$ cat src/rtl/bram_fault_inject_ctrl_if.sv
// Port-B sharing bus for bram_fault_inject_ctrl.
// Groups the host load/readback channel, the fault-injection channel and the
// BRAM port B pins. Vectors use MicroBlaze big-endian numbering ([0] is MSB).
//   slave  : the controller (takes requests, drives acks and port B)
//   master : the environment (requesters plus the BRAM read data)
interface bram_fault_inject_ctrl_if #(
  parameter int unsigned C_PORT_AWIDTH = 32,
  parameter int unsigned C_PORT_DWIDTH = 32,
  parameter int unsigned C_NUM_WE      = 4,
  parameter int unsigned C_CNT_WIDTH   = 16
);
  // Host channel
  logic                     host_req;
  logic [0:C_NUM_WE-1]      host_we;
  logic [0:C_PORT_AWIDTH-1] host_addr;
  logic [0:C_PORT_DWIDTH-1] host_wdata;
  logic [0:C_PORT_DWIDTH-1] host_rdata;
  logic                     host_ack;
  // Injection channel
  logic                     inj_req;
  logic [0:C_PORT_AWIDTH-1] inj_addr;
  logic [0:C_PORT_DWIDTH-1] inj_mask;
  logic                     inj_ack;
  logic                     inj_err;
  logic [0:C_CNT_WIDTH-1]   inj_count;
  logic                     busy;
  // BRAM port B
  logic                     bram_en_b;
  logic [0:C_NUM_WE-1]      bram_wen_b;
  logic [0:C_PORT_AWIDTH-1] bram_addr_b;
  logic [0:C_PORT_DWIDTH-1] bram_dout_b;
  logic [0:C_PORT_DWIDTH-1] bram_din_b;

  modport slave (
    input  host_req, host_we, host_addr, host_wdata, inj_req, inj_addr, inj_mask, bram_din_b,
    output host_rdata, host_ack, inj_ack, inj_err, inj_count, busy,
    output bram_en_b, bram_wen_b, bram_addr_b, bram_dout_b
  );

  modport master (
    output host_req, host_we, host_addr, host_wdata, inj_req, inj_addr, inj_mask, bram_din_b,
    input  host_rdata, host_ack, inj_ack, inj_err, inj_count, busy,
    input  bram_en_b, bram_wen_b, bram_addr_b, bram_dout_b
  );
endinterface

$ cat src/rtl/bram_fault_inject_ctrl.sv
// Port-B controller/arbiter for the MicroBlaze local-memory BRAM.
// Shares port B between the host load/readback channel and the fault-injection
// engine (round-robin when both request), and runs each injection as an atomic
// read-XOR-write. Port A is never touched.
// Ports:
//   clk  : single clock, also drives the BRAM port B clock externally
//   rst  : asynchronous active-high reset; aborts any transaction in flight
//   bus  : host channel, injection channel and BRAM port B (slave modport)
// All outputs are registered.
module bram_fault_inject_ctrl #(
  parameter int unsigned C_MEMSIZE     = 'h8000,
  parameter int unsigned C_PORT_AWIDTH = 32,
  parameter int unsigned C_PORT_DWIDTH = 32,
  parameter int unsigned C_NUM_WE      = 4,
  parameter int unsigned C_CNT_WIDTH   = 16
) (
  input logic                     clk,
  input logic                     rst,
  bram_fault_inject_ctrl_if.slave bus
);

  localparam logic [2:0] StIdle = 3'd0;
  localparam logic [2:0] StHAcc = 3'd1;
  localparam logic [2:0] StHRdw = 3'd2;
  localparam logic [2:0] StIRd  = 3'd3;
  localparam logic [2:0] StIRdw = 3'd4;
  localparam logic [2:0] StIWr  = 3'd5;
  localparam logic [2:0] StAck  = 3'd6;

  localparam logic [0:C_CNT_WIDTH-1] CntMax = {C_CNT_WIDTH{1'b1}};
  localparam logic [0:C_CNT_WIDTH-1] CntOne = {{(C_CNT_WIDTH-1){1'b0}}, 1'b1};

  logic [2:0]               state_q, state_d;
  logic                     rr_inj_q, rr_inj_d;  // 1: injector wins the next tie
  logic [0:C_PORT_DWIDTH-1] mask_q, mask_d;
  logic                     host_ack_q, host_ack_d;
  logic                     inj_ack_q, inj_ack_d;
  logic                     inj_err_q, inj_err_d;
  logic                     busy_q, busy_d;
  logic                     en_q, en_d;
  logic [0:C_NUM_WE-1]      wen_q, wen_d;
  logic [0:C_PORT_AWIDTH-1] addr_q, addr_d;
  logic [0:C_PORT_DWIDTH-1] dout_q, dout_d;
  logic [0:C_PORT_DWIDTH-1] rdata_q, rdata_d;
  logic [0:C_CNT_WIDTH-1]   count_q, count_d;

  logic grant_host, grant_inj;

  always_comb begin
    grant_host = bus.host_req && (!bus.inj_req || !rr_inj_q);
    grant_inj  = bus.inj_req && (!bus.host_req || rr_inj_q);
  end

  always_comb begin
    state_d    = state_q;
    rr_inj_d   = rr_inj_q;
    mask_d     = mask_q;
    host_ack_d = 1'b0;
    inj_ack_d  = 1'b0;
    inj_err_d  = 1'b0;
    en_d       = 1'b0;
    wen_d      = '0;
    addr_d     = addr_q;
    dout_d     = dout_q;
    rdata_d    = rdata_q;
    count_d    = count_q;

    unique case (state_q)
      StIdle: begin
        if (grant_host) begin
          state_d  = StHAcc;
          rr_inj_d = 1'b1;
          en_d     = 1'b1;
          wen_d    = bus.host_we;
          addr_d   = {bus.host_addr[0:C_PORT_AWIDTH-3], 2'b00};
          dout_d   = bus.host_wdata;
        end else if (grant_inj) begin
          rr_inj_d = 1'b0;
          mask_d   = bus.inj_mask;
          if (bus.inj_addr >= C_MEMSIZE) begin
            // Out of range: complete with error, port B untouched.
            state_d   = StAck;
            inj_ack_d = 1'b1;
            inj_err_d = 1'b1;
          end else begin
            state_d = StIRd;
            en_d    = 1'b1;
            addr_d  = {bus.inj_addr[0:C_PORT_AWIDTH-3], 2'b00};
          end
        end
      end
      StHAcc: begin
        // The registered write enables still hold the host's WE here.
        if (|wen_q) begin
          state_d    = StAck;
          host_ack_d = 1'b1;
        end else begin
          state_d = StHRdw;
        end
      end
      StHRdw: begin
        state_d    = StAck;
        host_ack_d = 1'b1;
        rdata_d    = bus.bram_din_b;
      end
      StIRd: begin
        state_d = StIRdw;
      end
      StIRdw: begin
        if (mask_q == '0) begin
          state_d   = StAck;
          inj_ack_d = 1'b1;
        end else begin
          state_d = StIWr;
          en_d    = 1'b1;
          wen_d   = '1;
          dout_d  = bus.bram_din_b ^ mask_q;
        end
      end
      StIWr: begin
        state_d   = StAck;
        inj_ack_d = 1'b1;
        if (count_q != CntMax) begin
          count_d = count_q + CntOne;
        end
      end
      StAck: begin
        state_d = StIdle;
      end
      default: begin
        state_d = StIdle;
      end
    endcase

    busy_d = (state_d != StIdle);
  end

  always_ff @(posedge clk or posedge rst) begin
    if (rst) begin
      state_q    <= StIdle;
      rr_inj_q   <= 1'b0;
      mask_q     <= '0;
      host_ack_q <= 1'b0;
      inj_ack_q  <= 1'b0;
      inj_err_q  <= 1'b0;
      busy_q     <= 1'b0;
      en_q       <= 1'b0;
      wen_q      <= '0;
      addr_q     <= '0;
      dout_q     <= '0;
      rdata_q    <= '0;
      count_q    <= '0;
    end else begin
      state_q    <= state_d;
      rr_inj_q   <= rr_inj_d;
      mask_q     <= mask_d;
      host_ack_q <= host_ack_d;
      inj_ack_q  <= inj_ack_d;
      inj_err_q  <= inj_err_d;
      busy_q     <= busy_d;
      en_q       <= en_d;
      wen_q      <= wen_d;
      addr_q     <= addr_d;
      dout_q     <= dout_d;
      rdata_q    <= rdata_d;
      count_q    <= count_d;
    end
  end

  assign bus.host_rdata  = rdata_q;
  assign bus.host_ack    = host_ack_q;
  assign bus.inj_ack     = inj_ack_q;
  assign bus.inj_err     = inj_err_q;
  assign bus.inj_count   = count_q;
  assign bus.busy        = busy_q;
  assign bus.bram_en_b   = en_q;
  assign bus.bram_wen_b  = wen_q;
  assign bus.bram_addr_b = addr_q;
  assign bus.bram_dout_b = dout_q;

endmodule

$ cat src/flat_wrapper.sv
// flat-port wrapper written by rule: the top's interface ports become plain ports
module bram_fault_inject_ctrl_flat 
#(
  parameter int unsigned C_MEMSIZE     = 'h8000,
  parameter int unsigned C_PORT_AWIDTH = 32,
  parameter int unsigned C_PORT_DWIDTH = 32,
  parameter int unsigned C_NUM_WE      = 4,
  parameter int unsigned C_CNT_WIDTH   = 16
)
  (clk, rst, bus_host_req, bus_host_we, bus_host_addr, bus_host_wdata, bus_inj_req, bus_inj_addr, bus_inj_mask, bus_bram_din_b, bus_host_rdata, bus_host_ack, bus_inj_ack, bus_inj_err, bus_inj_count, bus_busy, bus_bram_en_b, bus_bram_wen_b, bus_bram_addr_b, bus_bram_dout_b);
  bram_fault_inject_ctrl_if #(.C_PORT_AWIDTH(C_PORT_AWIDTH), .C_PORT_DWIDTH(C_PORT_DWIDTH), .C_NUM_WE(C_NUM_WE), .C_CNT_WIDTH(C_CNT_WIDTH)) bus_i ();
  input logic clk;
  input logic rst;
  input wire logic [$bits(bus_i.host_req)-1:0] bus_host_req;
  input wire logic [$bits(bus_i.host_we)-1:0] bus_host_we;
  input wire logic [$bits(bus_i.host_addr)-1:0] bus_host_addr;
  input wire logic [$bits(bus_i.host_wdata)-1:0] bus_host_wdata;
  input wire logic [$bits(bus_i.inj_req)-1:0] bus_inj_req;
  input wire logic [$bits(bus_i.inj_addr)-1:0] bus_inj_addr;
  input wire logic [$bits(bus_i.inj_mask)-1:0] bus_inj_mask;
  input wire logic [$bits(bus_i.bram_din_b)-1:0] bus_bram_din_b;
  output wire logic [$bits(bus_i.host_rdata)-1:0] bus_host_rdata;
  output wire logic [$bits(bus_i.host_ack)-1:0] bus_host_ack;
  output wire logic [$bits(bus_i.inj_ack)-1:0] bus_inj_ack;
  output wire logic [$bits(bus_i.inj_err)-1:0] bus_inj_err;
  output wire logic [$bits(bus_i.inj_count)-1:0] bus_inj_count;
  output wire logic [$bits(bus_i.busy)-1:0] bus_busy;
  output wire logic [$bits(bus_i.bram_en_b)-1:0] bus_bram_en_b;
  output wire logic [$bits(bus_i.bram_wen_b)-1:0] bus_bram_wen_b;
  output wire logic [$bits(bus_i.bram_addr_b)-1:0] bus_bram_addr_b;
  output wire logic [$bits(bus_i.bram_dout_b)-1:0] bus_bram_dout_b;
  assign bus_i.host_req = bus_host_req;
  assign bus_i.host_we = bus_host_we;
  assign bus_i.host_addr = bus_host_addr;
  assign bus_i.host_wdata = bus_host_wdata;
  assign bus_i.inj_req = bus_inj_req;
  assign bus_i.inj_addr = bus_inj_addr;
  assign bus_i.inj_mask = bus_inj_mask;
  assign bus_i.bram_din_b = bus_bram_din_b;
  assign bus_host_rdata = bus_i.host_rdata;
  assign bus_host_ack = bus_i.host_ack;
  assign bus_inj_ack = bus_i.inj_ack;
  assign bus_inj_err = bus_i.inj_err;
  assign bus_inj_count = bus_i.inj_count;
  assign bus_busy = bus_i.busy;
  assign bus_bram_en_b = bus_i.bram_en_b;
  assign bus_bram_wen_b = bus_i.bram_wen_b;
  assign bus_bram_addr_b = bus_i.bram_addr_b;
  assign bus_bram_dout_b = bus_i.bram_dout_b;
  bram_fault_inject_ctrl #(.C_MEMSIZE(C_MEMSIZE), .C_PORT_AWIDTH(C_PORT_AWIDTH), .C_PORT_DWIDTH(C_PORT_DWIDTH), .C_NUM_WE(C_NUM_WE), .C_CNT_WIDTH(C_CNT_WIDTH)) u_core (.clk(clk), .rst(rst), .bus(bus_i));
endmodule
$ cat config.mk
export PLATFORM = sky130hd
export DESIGN_NAME = bram_fault_inject_ctrl_flat
export DESIGN_NICKNAME = d
export VERILOG_FILES = /design/src/rtl/bram_fault_inject_ctrl_if.sv /design/src/rtl/bram_fault_inject_ctrl.sv /design/src/flat_wrapper.sv
export SDC_FILE = /design/constraint.sdc
export NUM_CORES = 1
export LEC_CHECK = 0
export ABC_AREA = 1
export CORE_MARGIN = 2
export CORE_UTILIZATION = 47
export DETAILED_ROUTE_END_ITERATION = 7
export GPL_TIMING_DRIVEN = 0
export MAX_ROUTING_LAYER = met4
export PLACE_DENSITY = 0.89
export RECOVER_POWER = 50
export SLEW_MARGIN = 40
export SYNTH_ARGS = -nofsm -noshare
export SYNTH_HDL_FRONTEND = slang
export SYNTH_SLANG_ARGS = --single-unit
$ cat constraint.sdc
create_clock -name clk -period 11.4 [get_ports clk]
set_clock_uncertainty 0.2 [all_clocks]
set_input_delay 1.71 -clock clk [delete_from_list [all_inputs] [get_ports clk]]
set_output_delay 1.71 -clock clk [all_outputs]
set_load 0.01 [all_outputs]
=== Word level (Yosys, flattened, before mapping) ===
Index checks and enable logic that the tools add are counted.

* Add/sub/neg operators: 1
* Magnitude comparators: 1
* Eq/ne operators: 9
* Mux-type cells: 30
* Bitwise operators: 2
* Reduce and logical (&&, ||, !) cells: 19

{| class="wikitable"
|+ Operators by type and width
! cell !! number
|-
| 32-bit two-way mux || 5
|-
| 32-bit one-hot mux with 2 select lines || 1
|-
| 32-bit by 16-bit >= comparator with 1-bit output, second input constant || 1
|-
| 32-bit zero test || 1
|-
| 32-bit XOR || 1
|-
| 16-bit by 1-bit adder with 16-bit output, second input constant || 1
|-
| 16-bit inequality test, second input constant || 1
|-
| 3-bit one-hot mux with 5 select lines || 1
|-
| 1-bit two-way mux || 12
|-
| 3-bit two-way mux || 4
|-
| 3-bit AND reduction || 3
|-
| 4-bit two-way mux || 2
|-
| 4-bit one-hot mux with 2 select lines || 1
|-
| 3-bit by 2-bit == test with 1-bit output, second input constant || 2
|-
| 3-bit == test, second input constant || 2
|-
| 2-bit by 1-bit inequality test with 1-bit output, second input constant || 2
|-
| 1-bit one-hot mux with 2 select lines || 2
|-
| 2-bit AND reduction || 2
|-
| 2-bit nonzero test || 2
|-
| 4-bit OR reduction || 1
|-
| 3-bit by 1-bit == test with 1-bit output, second input constant || 1
|-
| 1-bit zero test || 3
|-
| 3-bit zero test || 1
|-
| 1-bit one-hot mux with 3 select lines || 1
|-
| 7 further kinds || 9
|}

* Flip-flop bits (word level): 157
* Bits of input ports: 168
* Output and inout bits: 121
* Word-level logic and storage cells: 75

=== Depth between registers and ports, before layout ===
* Word-level depth: 7
* Mapped depth: 9
* Gate-level depth less buffers: 9

=== Worst setup path after synthesis ===
Ideal clock, no wire load.

* Path type: in2reg
* From: input bus_inj_addr[27]
* To: register u_core.addr_q (netlist bit u_core.bus.bram_addr_b[10])
* Library setup time: 0.130 ns
* Arrival: 2.541 ns
* Required time: 11.070 ns
* Slack: 8.529 ns
* Cell stages on the path: 9
* Path through: nor2_1 -> nand3_1 -> nor2_1 -> nand3_1 -> nand2_1 -> nand2_1 -> clkbuf_1 -> nand2_1 -> o21ai_0

* Word-level cells in the longest chain between the ends: 3

{| class="wikitable"
|+ RTL lines
! what !! line !! text
|-
| start, declared || flat_wrapper.sv:19 || <nowiki>input wire logic [$bits(bus_i.inj_addr)-1:0] bus_inj_addr;</nowiki>
|-
| 32-bit by 16-bit >= comparator with 1-bit output || bram_fault_inject_ctrl.sv:80 || <nowiki>if (bus.inj_addr >= C_MEMSIZE) begin</nowiki>
|-
| 2-bit by 1-bit inequality test with 1-bit output (no line) || n/a ||
|-
| 3-bit AND reduction (no line) || n/a ||
|-
| end signal, assigned || bram_fault_inject_ctrl.sv:163 || <nowiki>addr_q <= addr_d;</nowiki>
|-
| end, declared || bram_fault_inject_ctrl.sv:42 || <nowiki>logic [0:C_PORT_AWIDTH-1] addr_q, addr_d;</nowiki>
|}

No other way between the ends.
A chain may end at the register's enable or synchronous reset.

==> flow_summary_export.csv <==
group,metric,value,unit
clocking,postCtsResizedCells,0,
global_routing,track_usage,27.19,%
power,p_leak,5.052,nW
sta,fin_tns_setup,0,ps
route,dr_wl_met3,1471,µm
power,clock_power_share,20.4,%
clocking,cts_hold_buf,0,
power,p_int,0.001759,W
global_routing,antenna_found_initial,2,
yosys,syn_avg_cell_area,8.892,µm²
yosys,yosys_warnings,0,
clocking,cts_buffer_depth,2,
route,ant_nets,0,
setup_path,regToRegSetupSlack,8750,ps
die,fp.dieArea,16580,µm²
route,wirelength_met1,8613,µm
sta,final.min_clock_period,6224,ps
power,vdd_ir_drop_max,136.2,µV
power,p_comb_share,44.9,%
run_status,status,"finished, violations left",
clocking,clk_latency,420,ps
clocking,cts_root_buffer,"clkbuf_16",
power,p_switching,0.0009853,W
hold_path,whs_path_depth,2,
route,firstDrtPassIters,5,
die,io_pins,289,
sta,final_max_slew_viol_count,160,
hold_path,min_to,"u_core.bus.bram_addr_b[11]",
route,drt-total-wl,21610,µm
sta,worstMarginPinSlew,3366,ps
placement,hpwlAfterDp,16360,µm
die,dieWidth,128.8,µm
sta,setup_violations,0,
sta,grt_setup_unrepaired,"no",
global_routing,grt_pass1_wl,33910,µm
global_routing,grt_pass1_vias,6778,
clocking,htreeDepth,4,
power,switching_share,35.91,%
hold_path,hold_class,"register to register",
power,power_density,251.1,nW/µm²
yosys,yosysUniqueCellTypes,25,
setup_path,r2r-end,"u_core.bus.inj_count[14]",
sta,hold_viol_final,0,
yosys,seq_area_frac_synth,53.00,%
job,drv_cap,3,
setup_path,rr_startpoint,"u_core.bus.inj_count[15]",
layout,finalNetCount,1296,
setup_path,crit_type,"input pin to asynchronous set/reset pin",
setup_path,critPathLaunchType,"input pin",
route,avgViaCountPerCell,5.068,
die,start_util,48.14,%
setup_path,crit_arrival,5780,ps
clocking,cts_buffers,17,
route,drc,0,
layout,num-fill-cells,1152,
clocking,cts_setup_buffers,0,
sta,holdWs,281.9,ps
power,p_seq_share,34.7,%
clocking,clock_sinks,155,
setup_path,path_max_fanout,63,
hold_path,hp-start,"u_core.bus.bram_addr_b[11]",
clocking,cts_tree,"built",
route,vias,6735,
route,met2WireLength,10950,µm
sta,slew_headroom,-124.4,%
clocking,clkSlewWorstSetupHoldPaths,60,ps
yosys,synth_cells,823,
setup_path,cp-end-kind,"asynchronous set/reset pin",
run_status,violations,"capacitance limit, slew limit",
yosys,synth.ff_latch_count,155,
die,die_h,128.8,µm
die,placementRows,45,
route,drtIter0Drc,295,
setup_path,startpoint,"rst",
placement,io_buffers,282,
global_routing,grt_max_degree,64,
layout,fin_area,10930,µm²
sta,fmax,160.7,MHz
setup_path,required,10960,ps
layout,area_delta_synth_final,49.32,%
layout,drive_above_1_share,8.253,%
sta,post-route-period-util,54.60,%
yosys,synth_area,7318,µm²
placement,gp_congestion,0.8777,
setup_path,r2r.worst_path.cells,9,
layout,final_util,71.88,%
placement,dpl-instance-area,10440,µm²
die,core-area,15200,µm²
route,routedWlPerCell,16.26,µm
global_routing,grt_overflow_total,0,
route,top_layer_used,"met4",
-- synth_stat cells (all sizes together) --
cell,number,share of area [%]
nand2,297,15
nor2,46,2.4
mux2i,25,3.4
nor3,5,0.34
buf,28,2.3
ha,1,0.17
xor2,9,1.1
nand3,47,3.2
conb,1,0.051
mux2,32,4.9
clkbuf,12,0.62
dfrtp,155,53
xnor2,33,3.9
inv,35,1.8
nand4,6,0.51
o21ai,88,6.6
nand3b,2,0.21
a21boi,1,0.10
-- through the flow --
stage | total power [W] | cells | setup slack (ps)
6_report | 0.002744 | 1329 | 5176
4_1_cts | 0.002780 | 1327 | 7993
3_5_place_dp | 0.002206 | 1296 | 7612
5_1_grt | 0.002928 | 1329 | 4171
2_1_floorplan | 0.001588 | 824 | 5312
3_3_place_gp | 0.002158 | 1294 | 3205
-- placed cells by master, fill, tap and decap left out, types with 17 or more instances in the layout --
| cell type | synthesis | final |
|---|---|---|
| nand2_1 | 295 | 297 |
| clkdlybuf4s50_1 | 0 | 248 |
| clkbuf_16 | 0 | 17 |
| mux2_2 | 32 | 32 |
| nor2_1 | 46 | 46 |
| dlygate4sd3_1 | 0 | 34 |
| mux2i_1 | 25 | 25 |
| inv_1 | 31 | 30 |
| xnor2_1 | 33 | 33 |
| dfrtp_1 | 155 | 155 |
| clkbuf_1 | 12 | 20 |
| nand3_1 | 47 | 47 |
| o21ai_0 | 76 | 84 |
-- cell type report --
class / count / area, µm² / area share [%]
Buffer: 40 / 196.4 / 1.798
Inverter: 35 / 133.9 / 1.225
Multi-Input combinational cell: 594 / 3062 / 28.02
Antenna cell: 2 / 5.005 / 0.04580
Timing Repair Buffer: 284 / 2830 / 25.90
Tap cell: 188 / 235.2 / 2.153
Clock buffer: 20 / 466.7 / 4.271
Clock inverter: 11 / 120.1 / 1.099
Sequential cell: 155 / 3879 / 35.49
-- per-layer routing --
layer | global-route usage [%] | vias to the layer above
li1 | - | 3265
met1 | 31.22 | 3169
met2 | 46.06 | 258
met3 | 6.653 | 43
met4 | 10.49 | 0
met5 | - | -
-- critical path, stage by stage --
cell and delay [ps]:
dlygate4sd3_1 550, clkinvlp_2 1020, clkbuf_1 2430
-- worst max-delay path by stage --
| stage | end | slack, ps | depth (start not counted) |
|---|---|---|---|
| 2_1_floorplan | u_core.bus.bram_addr_b[0] | 5310 | 1 |
| 3_3_place_gp | u_core.bus.host_rdata[23] | 3200 | 2 |
| 4_1_cts | bus_inj_count[7] | 7990 | 1 |
| 3_5_place_dp | u_core.bus.bram_addr_b[22] | 7610 | 7 |
| 5_1_grt | u_core.bus.bram_dout_b[27] | 4170 | 3 |
| 6_report | u_core.bus.bram_dout_b[31] | 5180 | 3 |
-- state kept, by name, indices dropped and copies added (netlist names) --
| signal | flops |
|---|---|
| u_core.bus.inj_ack | 1 |
| u_core.bus.inj_err | 1 |
| u_core.rr_inj_q | 1 |
| u_core.bus.bram_addr_b | 30 |
| u_core.state_q | 3 |
| u_core.bus.bram_dout_b | 32 |
| u_core.mask_q | 32 |
| u_core.bus.bram_wen_b | 4 |
| u_core.bus.inj_count | 16 |
| u_core.bus.bram_en_b | 1 |
| u_core.bus.busy | 1 |
| u_core.bus.host_ack | 1 |
| u_core.bus.host_rdata | 32 |
-- cells by family (layout without fill, tap and decap cells) --
family | after synthesis | count (layout) | share of synthesized area [%]
simple gates | 403 | 403 | 21.94
flops | 155 | 155 | 53.00
compound gates | 89 | 89 | 6.685
buf+inv | 75 | 390 | 4.787
mux | 57 | 57 | 8.343
xor+xnor | 42 | 42 | 5.027
fa+ha+maj | 1 | 1 | 0.1709
other cells | 1 | 4 | 0.05124
-- power by group through the flow --
stage	combinational, W	sequential [W]	clock, W
2_1_floorplan	0.000568	0.00102	0
3_3_place_gp	0.00122	0.000941	0
3_5_place_dp	0.00125	0.000956	0
4_1_cts	0.00126	0.000949	0.000569
5_1_grt	0.00136	0.000977	0.000592
6_report	0.00123	0.000951	0.000560
(Power assumes the default switching activity.)
